$ cat config.mk
export PLATFORM = sky130hd
export DESIGN_NAME = led_cycle_monitor
export DESIGN_NICKNAME = d
export VERILOG_FILES = /design/src/rtl/led_cycle_monitor.sv
export SDC_FILE = /design/constraint.sdc
export NUM_CORES = 1
export LEC_CHECK = 0
export ABC_CLOCK_PERIOD_IN_PS = 3300
export CAP_MARGIN = 5
export CORE_MARGIN = 2
export CORE_UTILIZATION = 42
export CTS_CLUSTER_SIZE = 24
export DETAILED_ROUTE_END_ITERATION = 7
export GPL_ROUTABILITY_DRIVEN = 0
export PLACE_DENSITY = 0.71
export RECOVER_POWER = 50
export SYNTH_ARGS = -nofsm -noshare
export SYNTH_HDL_FRONTEND = slang
export SYNTH_SLANG_ARGS = --single-unit
$ cat constraint.sdc
create_clock -name custom_clk -period 3.3 [get_ports custom_clk]
set_input_delay 0.825 -clock custom_clk [delete_from_list [all_inputs] [get_ports custom_clk]]
set_output_delay 0.825 -clock custom_clk [all_outputs]
set_load 0.02 [all_outputs]
$ cat src/rtl/led_cycle_monitor.sv
// Receive-side checker for the 8-LED ping-pong sweep: locks at either end, flags departures.
// Optional LED_MON_HOLD_EN: accept a repeated pattern while locked as a legal hold.
module led_cycle_monitor #(
    parameter int unsigned CNT_W = 8
) (
    input  logic             custom_clk,
    input  logic             reset,
    input  logic [7:0]       lights,
    output logic             locked,
    output logic [2:0]       position,
    output logic             direction,
    output logic             error,
    output logic [CNT_W-1:0] error_count,
    output logic [CNT_W-1:0] sweep_count
);

    typedef enum logic [0:0] {StUnlocked, StLocked} state_e;

    state_e           state_q, state_d;
    logic [2:0]       pos_q, pos_d;
    logic             dir_q, dir_d;
    logic             err_q, err_d;
    logic [CNT_W-1:0] err_cnt_q, err_cnt_d;
    logic [CNT_W-1:0] sweep_cnt_q, sweep_cnt_d;

    logic [2:0] exp_pos;
    logic       exp_dir;
    logic [7:0] exp_lights;
    logic       hold_ok;

    // Next legal position; direction flips when an end is reached.
    always_comb begin
        exp_pos = pos_q;
        exp_dir = dir_q;
        if (!dir_q) begin
            if (pos_q == 3'd7) begin
                exp_pos = 3'd6;
                exp_dir = 1'b1;
            end else begin
                exp_pos = pos_q + 3'd1;
            end
        end else begin
            if (pos_q == 3'd0) begin
                exp_pos = 3'd1;
                exp_dir = 1'b0;
            end else begin
                exp_pos = pos_q - 3'd1;
            end
        end
        exp_lights = 8'd1 << exp_pos;
    end

`ifdef LED_MON_HOLD_EN
    always_comb hold_ok = (lights == (8'd1 << pos_q));
`else
    always_comb hold_ok = 1'b0;
`endif

    always_comb begin
        state_d     = state_q;
        pos_d       = pos_q;
        dir_d       = dir_q;
        err_d       = 1'b0;
        err_cnt_d   = err_cnt_q;
        sweep_cnt_d = sweep_cnt_q;
        unique case (state_q)
            StUnlocked: begin
                if (lights == 8'h01) begin
                    state_d = StLocked;
                    pos_d   = 3'd0;
                    dir_d   = 1'b0;
                end else if (lights == 8'h80) begin
                    state_d = StLocked;
                    pos_d   = 3'd7;
                    dir_d   = 1'b1;
                end
            end
            StLocked: begin
                if (lights == exp_lights) begin
                    pos_d = exp_pos;
                    dir_d = exp_dir;
                    // Expected position 0 only arises from 02 moving down: a round trip ends.
                    if (exp_pos == 3'd0) begin
                        sweep_cnt_d = sweep_cnt_q + CNT_W'(1);
                    end
                end else if (!hold_ok) begin
                    state_d = StUnlocked;
                    err_d   = 1'b1;
                    if (err_cnt_q != '1) begin
                        err_cnt_d = err_cnt_q + CNT_W'(1);
                    end
                end
            end
            default: state_d = StUnlocked;
        endcase
    end

    always_ff @(posedge custom_clk or posedge reset) begin
        if (reset) begin
            state_q     <= StUnlocked;
            pos_q       <= 3'd0;
            dir_q       <= 1'b0;
            err_q       <= 1'b0;
            err_cnt_q   <= '0;
            sweep_cnt_q <= '0;
        end else begin
            state_q     <= state_d;
            pos_q       <= pos_d;
            dir_q       <= dir_d;
            err_q       <= err_d;
            err_cnt_q   <= err_cnt_d;
            sweep_cnt_q <= sweep_cnt_d;
        end
    end

    assign locked      = (state_q == StLocked);
    assign position    = pos_q;
    assign direction   = dir_q;
    assign error       = err_q;
    assign error_count = err_cnt_q;
    assign sweep_count = sweep_cnt_q;

endmodule
==> flow_summary.ini, run 1 <==
[run_status]
status = completed

[floorplanning]
start_util_pct = 44.2
io_pins = 32
rows = 21
die_w_um = 63.7
coreArea_um2 = 3390
die_h_um = 63.7
die_area_um2 = 4060

[layout]
final_nets = 205
drive_gt1_share_pct = 13.8
utilization_pct = 57.6
antenna_cells = 0
syn2layout_area_growth_pct = 30.2

[detailed_routing]
drtAntennaViolNets = 0
drc_errors = 0
wire_per_inst_um = 14.9
vias = 1337
drtIter0Drc = 69
drtPass1Iterations = 6
wirelength_um = 3490
via_per_inst = 5.71

[yosys]
synth_mux_area_share_pct = 6.01
synth_top_family_by_area = simple AND/OR/NAND/NOR gates
synth-edff-count = 0
synth_top_cell_by_area = dfrtp_1
async_reset_ff_share_pct = 100
synth_compound_area_share_pct = 15.9
synthSimpleGateAreaFrac_pct = 24.7
synth_top_area_share_pct = 36.7
netlist_area_um2 = 1500
synth_ff_type = dfrtp_1
synth_xor_area_share_pct = 7.60
syn_nets = 168
syn_avg_cell_area_um2 = 9.86
synth-adder-area-share_pct = 5.01
synth_cells = 152
yosys_warnings = 0
synth-seq-cells = 22
yosysUniqueCellTypes = 46
synthTopCellsByArea = dfrtp_1 (37%), ha_1 (5.0%), xor2_1 (4.7%), and3_1 (4.2%), nand4_1 (4.2%)
ys_seq_area_share_pct = 36.7

[cts]
tritoncts = built
clockRootBuffer = clkbuf_4
post_cts_buffers = 0
cts_buffers = 3
ctsHtreeMaxLevel = 1
clock_sinks = 22
clk_path_buf_depth = 2
clk_pin_slew_worst_paths_ns = 0.13
cts_hold_buf = 0
worstSkewPairLatency_ns = 0.31

[global_route]
grt_max_degree = 23
overflow = 0
grt_pass1_vias = 1258
grt_pass1_wl_um = 5880
antenna_found_initial = 0
grt_use_total_pct = 18.0

[power]
ir_worst_vdd_v = 0.000233
power_leakage_nw = 0.932
p_per_area_nw_per_um2 = 447

[place]
numPortBuffers = 31
place.detailed.hpwl_um = 2670
pre_cts_slack_ns = -0.0946

[critical_path]
start_kind = register
worst_ep_required_time_ns = 3.51
worst-path-max-fanout = 10
cpPeakStageDelay_ns = 0.62
worst-path-buf-inv = 1
crit_type = register to register
crit_chain = inv_1 -> ha_1 -> mux2_4 -> a221oi_4 -> nand4_1 -> o311a_1 -> or4_4 -> and3_1 -> mux2_1
crit_arrival_ns = 3.34
critPathSlowestCell = or4_4
cpLargestDelayFamily = simple AND/OR/NAND/NOR gates
cp-end-kind = register

[worst_hold_path]
hp-class = register to register

[timing]
finalHoldViolCount = 0
finalSetupViolCount = 0
slew-limit-headroom_pct = 45.1
fin_crit_sh_pct = 94.8
setup_ws_ns = 0.173
period_needed_ns = 3.13
fmax_mhz = 320
rsz0062_at_grt = false
worst_pin_slew_ns = 0.823
slew_viol_final = 0
clock_skew_ns = 0.00701

[run]
drv_cap = 0
==> flip-flops by register name (all words and copies together) (netlist names) <==
register / count
direction: 1
error: 1
error_count: 8
locked: 1
position: 3
sweep_count: 8
==> cells in the mapped netlist (2+ instances only) <==
cell type	count
or2_2	2
a21boi_0	2
nand3_1	5
dfrtp_1	22
mux2_2	2
nand2b_1	3
buf_2	4
nor3_1	2
mux2_1	2
nor2_1	6
nor3_2	6
o21ai_0	5
o311a_1	2
nor2b_1	4
a311oi_1	3
o2111ai_1	2
inv_1	8
a21oi_1	5
nand4_1	10
o22ai_1	2
ha_1	6
xnor2_1	5
xor2_1	8
nand2_1	3
and3_1	10
mux2i_1	3
==> power by group <==
part           internal [mW]  leakage (nW)  total [mW]  switching (mW)
clock network          0.123        0.0279       0.211          0.0880
logic                  0.152         0.605       0.347           0.195
registers              0.287         0.300       0.314          0.0276
total                  0.561         0.932       0.872           0.311
==> logic make-up (layout without fill, tap and decap cells) <==
kind of cell             after synthesis  count (layout)
adder cells (fa/ha/maj)                6               6
flip-flops                            22              22
AO/OA/AOI/OAI                         30              30
multiplexers                           8               8
XOR/XNOR                              13              13
buffers and inverters                 14              50
AND/OR/NAND/NOR                       59              59
==> cell type report <==
cell class                 instances  area (µm²)
timing repair buffer              38         363
multi-input combinational        116         897
sequential                        22         552
fill                             294        1440
clock buffer                       3        22.5
tap                               46        57.6
clock inverter                     1        30.0
inverter                           8        30.0
==> per-stage QoR <==
step	total power, mW	setup TNS (ns)	instances	hold WS, ns	instance area [µm²]
floorplan	0.532	0	152	0.578	1500
global placement	0.646	0	230	0.459	1890
detailed placement	0.657	-0.519	230	0.473	1890
CTS	0.866	0	234	0.495	1940
global route	0.920	0	234	0.500	1950
finish	0.872	0	234	0.483	1950
==> what timing repair did <==
action                                  CTS  global route
hold endpoints to repair                  0             0
endpoints found under the setup margin    1             1
resized for setup                         1             2
==> layer usage <==
layer	share of wire (%)	vias to the layer above	track usage, %
met5	0	-	0
met3	5.4	6	2.99
li1	-	640	-
met4	1.4	0	5.71
met1	43	645	22.7
met2	50	46	31.4
==> path summary, 6_finish.rpt <==
path / from / endpoint / slack [ns] / cells past startpoint
worst max-delay path: position[1] / error_count[1] / 0.17 / 9
worst min-delay path: sweep_count[7] / sweep_count[7] / 0.48 / 1
worst max register to register: position[1] / error_count[1] / 0.17 / 9
worst min register to register: sweep_count[7] / sweep_count[7] / 0.48 / 1
max in group asynchronous: reset / position[0] / 1.65 / 2
min in group asynchronous: reset / error_count[4] / 1.09 / 2
==> cell usage in the layout, fill, tap and decap left out, types with 2 or more instances in the layout <==
| cell | count |
|---|---|
| o22ai_1 | 2 |
| buf_4 | 7 |
| a21oi_1 | 5 |
| or2_2 | 2 |
| inv_1 | 8 |
| mux2i_1 | 3 |
| nand3_1 | 5 |
| o2111ai_1 | 2 |
| ha_1 | 6 |
| nand4_1 | 10 |
| o21ai_0 | 5 |
| and3_1 | 10 |
| nand2b_1 | 3 |
| dfrtp_1 | 21 |
| nor3_2 | 5 |
| xnor2_1 | 5 |
| a311oi_1 | 3 |
| xor2_1 | 8 |
| mux2_2 | 2 |
| mux2_1 | 2 |
| nor2b_1 | 4 |
| nand2_1 | 3 |
| clkbuf_4 | 3 |
| nor3_1 | 2 |
| dlygate4sd3_1 | 12 |
| nor2_1 | 6 |
| o311a_1 | 2 |
| a21boi_0 | 2 |
| clkdlybuf4s50_1 | 19 |
(Power assumes the default switching activity.)
==> run 2, diff against run 1 <==
--- a/config.mk
+++ b/config.mk
@@ -5,14 +5,14 @@
 export SDC_FILE = /design/constraint.sdc
 export NUM_CORES = 1
 export LEC_CHECK = 0
-export ABC_CLOCK_PERIOD_IN_PS = 3300
+export ABC_CLOCK_PERIOD_IN_PS = 3950
 export CAP_MARGIN = 5
 export CORE_MARGIN = 2
 export CORE_UTILIZATION = 42
 export CTS_CLUSTER_SIZE = 24
 export DETAILED_ROUTE_END_ITERATION = 7
 export GPL_ROUTABILITY_DRIVEN = 0
-export PLACE_DENSITY = 0.71
+export PLACE_DENSITY = 0.68
 export RECOVER_POWER = 50
 export SYNTH_ARGS = -nofsm -noshare
 export SYNTH_HDL_FRONTEND = slang
==> constraint.sdc (replaced) <==
create_clock -name custom_clk -period 3.95 [get_ports custom_clk]
set_input_delay 0.9875 -clock custom_clk [delete_from_list [all_inputs] [get_ports custom_clk]]
set_output_delay 0.9875 -clock custom_clk [all_outputs]
set_load 0.1 [all_outputs]
==> run 2 against run 1 <==
Against the previous run:
- setup slack better by 0.21 ns
- register-to-register slack better by 0.21 ns
- highest routed layer unchanged
- power down 10%
- critical endpoint unchanged
- count of clock-buffer cells in the layout unchanged
==> flow_summary.ini, run 2 (synthesis results as in run 1) <==
[cts]
worstSkewPairLatency_ns = 0.32
clock_sinks = 22
cts-resized-gates = 0
clk_path_buf_depth = 2
clockRootBuffer = clkbuf_4
clk_pin_slew_worst_paths_ns = 0.13
cts_hold_buf = 0
tritoncts = built
ctsHtreeMaxLevel = 1
post_cts_buffers = 0
cts_buffers = 3

[floorplanning]
die_h_um = 63.7
io_pins = 32
die_w_um = 63.7
die_area_um2 = 4060
start_util_pct = 44.2
coreArea_um2 = 3390
rows = 21

[global_route]
antenna_found_initial = 0
grt_pass1_wl_um = 5410
grt_pass1_vias = 1154
grt_max_degree = 23
overflow = 0
grt_use_total_pct = 16.9

[layout]
utilization_pct = 55.7
final_nets = 199
nFillCells = 302
layout_commonest_cell = dfrtp_1
antenna_cells = 0
drive_gt1_share_pct = 9.89
syn2layout_area_growth_pct = 26.0
fin_cells = 228
final_cell_mix = dfrtp_1 (22), clkdlybuf4s50_1 (19), dlygate4sd3_1 (11)

[place]
pre_cts_slack_ns = 0.304
place.detailed.hpwl_um = 2500
numPortBuffers = 31
place_inst = 224

[critical_path]
start_kind = register
cp-end-kind = register
rr_endpoint = error_count[1]
critPathSlowestCell = or4_1
crit_type = register to register
regToRegSetupSlack_ns = 0.38
worst_ep_required_time_ns = 4.15
crit_arrival_ns = 3.77
worst-path-max-fanout = 13
crit_chain = inv_1 -> ha_1 -> mux2_4 -> a221oi_4 -> nand4_1 -> o311a_1 -> or4_1 -> and3_1 -> mux2_1
r2r_start = position[0]
cpPeakStageDelay_ns = 0.75
ff2ff_path_depth = 9

[detailed_routing]
drtAntennaViolNets = 0
via_per_inst = 5.70
vias = 1299
drtPass1Iterations = 4
drc_errors = 0
wirelength_um = 3310
drtIter0Drc = 67
wire_per_inst_um = 14.5

[timing]
fin_crit_sh_pct = 90.3
period_needed_ns = 3.57
fin_tns_setup_ns = 0
setup_ws_ns = 0.383
finalHoldViolCount = 0
rsz0062_at_grt = false
slew-limit-headroom_pct = 23.2
worst_pin_slew_ns = 1.16
fmax_mhz = 280
finalSetupViolCount = 0
clock_skew_ns = 0.0159
slew_viol_final = 0

[power]
power_leakage_nw = 0.882
ir_worst_vdd_v = 0.000463
p_per_area_nw_per_um2 = 414
power_mw = 0.783

[run_status]
status = completed

[worst_hold_path]
hp-class = register to register
hold_path_end = sweep_count[7]
whs_path_depth = 1
min_from = sweep_count[7]

[run]
drv_cap = 0
-- run 2: changes by cell type in the layout (fill, tap and decap cells not counted) --
| cell | before | now |
|---|---|---|
| buf_4 | 7 | 1 |
| clkbuf_1 | 0 | 1 |
| dfrtp_1 | 21 | 22 |
| dfrtp_2 | 1 | 0 |
| dlygate4sd3_1 | 12 | 11 |
| nor3_2 | 5 | 6 |
| nor3_4 | 1 | 0 |
| or4_1 | 0 | 1 |
| or4_4 | 1 | 0 |
-- run 2: area by class of cell --
cell class	count	area [µm²]	area share (%)
clock buffers	3	22.5	1.19
flip-flops and latches	22	551	29.1
clock inverters	1	30.0	1.59
repair buffers	32	312	16.5
inverters	8	30.0	1.59
well taps	46	57.6	3.05
multi-input cells	116	887	47.0
-- run 2: worst max path at each step --
stage | start | slack (ns) | cells after the start | end
floorplan | position[0] | 0.16 | 10 | sweep_count[1]
global placement | lights[3] | 0.45 | 7 | error_count[1]
detailed placement | lights[3] | 0.30 | 7 | sweep_count[1]
CTS | position[0] | 0.39 | 9 | error_count[1]
global route | position[0] | 0.22 | 9 | error_count[1]
finish | position[0] | 0.38 | 9 | error_count[1]
-- run 2: report_power, final --
| part | leakage, nW | internal [mW] | switching [mW] |
|---|---|---|---|
| Clock | 0.0279 | 0.103 | 0.0701 |
| Combinational | 0.553 | 0.109 | 0.233 |
| Sequential | 0.301 | 0.239 | 0.0294 |
-- run 2: routing by layer --
layer  GRT usage, %  share of wire, %
met5              0                 0
met3           4.23               3.8
met2           28.7                49
met1           21.7                46
met4           4.08               1.0
-- run 2: critical path, delay by kind of cell (launching register included) --
kind,cells,cell delay [ns]
adders and majority gates,1,0.26
DFF,1,0.49
muxes,2,0.60
buffers and inverters,1,0.10
and+or+nand+nor,3,1.27
AOI/OAI and AO/OA,2,0.73
-- run 2: per-stage QoR --
stage / instance area, µm² / hold WS (ns)
detailed placement: 1840 / 0.466
global route: 1890 / 0.490
finish: 1890 / 0.475
CTS: 1890 / 0.488
floorplan: 1500 / 0.977
global placement: 1840 / 0.459
==> run 3, diff against run 2 <==
--- a/config.mk
+++ b/config.mk
@@ -6,12 +6,12 @@
 export NUM_CORES = 1
 export LEC_CHECK = 0
 export ABC_CLOCK_PERIOD_IN_PS = 3950
-export CAP_MARGIN = 5
 export CORE_MARGIN = 2
 export CORE_UTILIZATION = 42
 export CTS_CLUSTER_SIZE = 24
 export DETAILED_ROUTE_END_ITERATION = 7
 export GPL_ROUTABILITY_DRIVEN = 0
+export MAX_ROUTING_LAYER = met4
 export PLACE_DENSITY = 0.68
 export RECOVER_POWER = 50
 export SYNTH_ARGS = -nofsm -noshare
==> run 3 against run 2 <==
Against the previous run:
- sequential power is essentially flat
- setup slack worse by 0.0044 ns
- sequential share of layout area unchanged
- core utilization stayed put
- first-iteration DRC count rose by 7.5%
- global-route usage grew 0.47 points
- critical path type unchanged
- register-to-register slack hardly changed
- critical path depth unchanged
- flip-flop and latch count unchanged
- clock power is essentially flat
- non-clock buffer count stayed put
- power barely moved
- largest power group unchanged
==> flow_summary.ini, run 3 (synthesis results as in run 1) <==
[cts]
worstSkewPairLatency_ns = 0.32
post_cts_buffers = 0
cts_buffers = 3
cts-resized-gates = 0
clk_pin_slew_worst_paths_ns = 0.13
cts_hold_buf = 0
tritoncts = built
clk_path_buf_depth = 2
ctsHtreeMaxLevel = 1
clock_sinks = 22
clockRootBuffer = clkbuf_4

[global_route]
grt_pass1_wl_um = 5400
grt_use_total_pct = 17.4
overflow = 0
grt_max_degree = 23
grt_pass1_vias = 1156
antenna_found_initial = 0

[timing]
finalHoldViolCount = 0
rsz0062_at_grt = false
fin_tns_setup_ns = 0
worst_pin_slew_ns = 1.16
finalSetupViolCount = 0
clock_skew_ns = 0.0157
slew_viol_final = 0
slew-limit-headroom_pct = 23.2
fin_crit_sh_pct = 90.4
fmax_mhz = 280
period_needed_ns = 3.57

[layout]
layout_commonest_cell = dfrtp_1
drive_gt1_share_pct = 9.89
fin_cells = 228
syn2layout_area_growth_pct = 26.0
final_cell_mix = dfrtp_1 (22), clkdlybuf4s50_1 (19), dlygate4sd3_1 (11)
antenna_cells = 0
final_nets = 199

[place]
place.detailed.hpwl_um = 2500
place_inst = 224
numPortBuffers = 31

[power]
combPwrFrac_pct = 43.6
power_switching_mw = 0.333
intPower_mw = 0.451
power_frac_seq_pct = 34.2
p_sw_share_pct = 42.5
p_per_area_nw_per_um2 = 415
power_leakage_nw = 0.882
p_clk_share_pct = 22.1
ir_worst_vdd_v = 0.000464

[critical_path]
cp-end-kind = register
crit_type = register to register
critPathSlowestCell = or4_1
worst-path-max-fanout = 13
crit_chain = inv_1 -> ha_1 -> mux2_4 -> a221oi_4 -> nand4_1 -> o311a_1 -> or4_1 -> and3_1 -> mux2_1
regToRegSetupSlack_ns = 0.38
worst-path-buf-inv = 1
crit_arrival_ns = 3.77
cpLargestDelayFamily = simple AND/OR/NAND/NOR gates
start_kind = register
cpPeakStageDelay_ns = 0.75
worst_ep_required_time_ns = 4.15

[floorplanning]
io_pins = 32
coreArea_um2 = 3390
die_w_um = 63.7
rows = 21
die_area_um2 = 4060
start_util_pct = 44.2
die_h_um = 63.7

[detailed_routing]
via_per_inst = 5.73
drtAntennaViolNets = 0
vias = 1306
wirelength_um = 3320
drtPass1Iterations = 4
drtIter0Drc = 72
drc_errors = 0
wire_per_inst_um = 14.6

[run]
drv_cap = 0

[worst_hold_path]
hp-class = register to register

[run_status]
status = completed
==> run 3: cell counts in the layout (fill, tap and decap cells not counted) <==
Identical to the previous run, type by type.
==> run 3: path summary, 6_finish.rpt <==
| check | start | endpoint | cells after the start |
|---|---|---|---|
| min | sweep_count[7] | sweep_count[7] | 1 |
| max | position[0] | error_count[1] | 9 |
| max in group asynchronous | reset | error_count[7] | 2 |
| min reg2reg | sweep_count[7] | sweep_count[7] | 1 |
| max reg2reg | position[0] | error_count[1] | 9 |
| min in group asynchronous | reset | error_count[2] | 2 |
==> run 3: metal layers <==
layer	GRT usage, %	up-vias	routed length (µm)
li1	-	632	-
met1	21.7	638	1520
met2	28.7	32	1630
met3	4.23	4	132
met4	4.08	0	36
met5	-	-	0
==> run 3: cell type report <==
type	count	area [µm²]
multi-input combinational	116	887
timing repair buffer	32	312
fill	302	1500
tap	46	57.6
inverter	8	30.0
clock inverter	1	30.0
clock buffer	3	22.5
sequential	22	551
==> run 3: power by group through the flow <==
| stage | sequential, mW | combinational (mW) | clock [mW] |
|---|---|---|---|
| CTS | 0.269 | 0.342 | 0.178 |
| global route | 0.273 | 0.364 | 0.193 |
| floorplan | 0.361 | 0.169 | 0 |
| detailed placement | 0.273 | 0.340 | 0 |
| finish | 0.268 | 0.342 | 0.173 |
| global placement | 0.272 | 0.338 | 0 |
==> run 3: metrics by stage <==
step,area [µm²],util (%),hold WS (ns),total power [mW],setup slack [ns]
2_1_floorplan,1500,-,0.977,0.531,0.156
3_3_place_gp,1840,54.3,0.459,0.609,0.446
3_5_place_dp,1840,54.3,0.466,0.613,0.304
4_1_cts,1890,55.9,0.488,0.788,0.385
5_1_grt,1890,55.7,0.490,0.829,0.219
6_report,1890,55.7,0.475,0.784,0.378
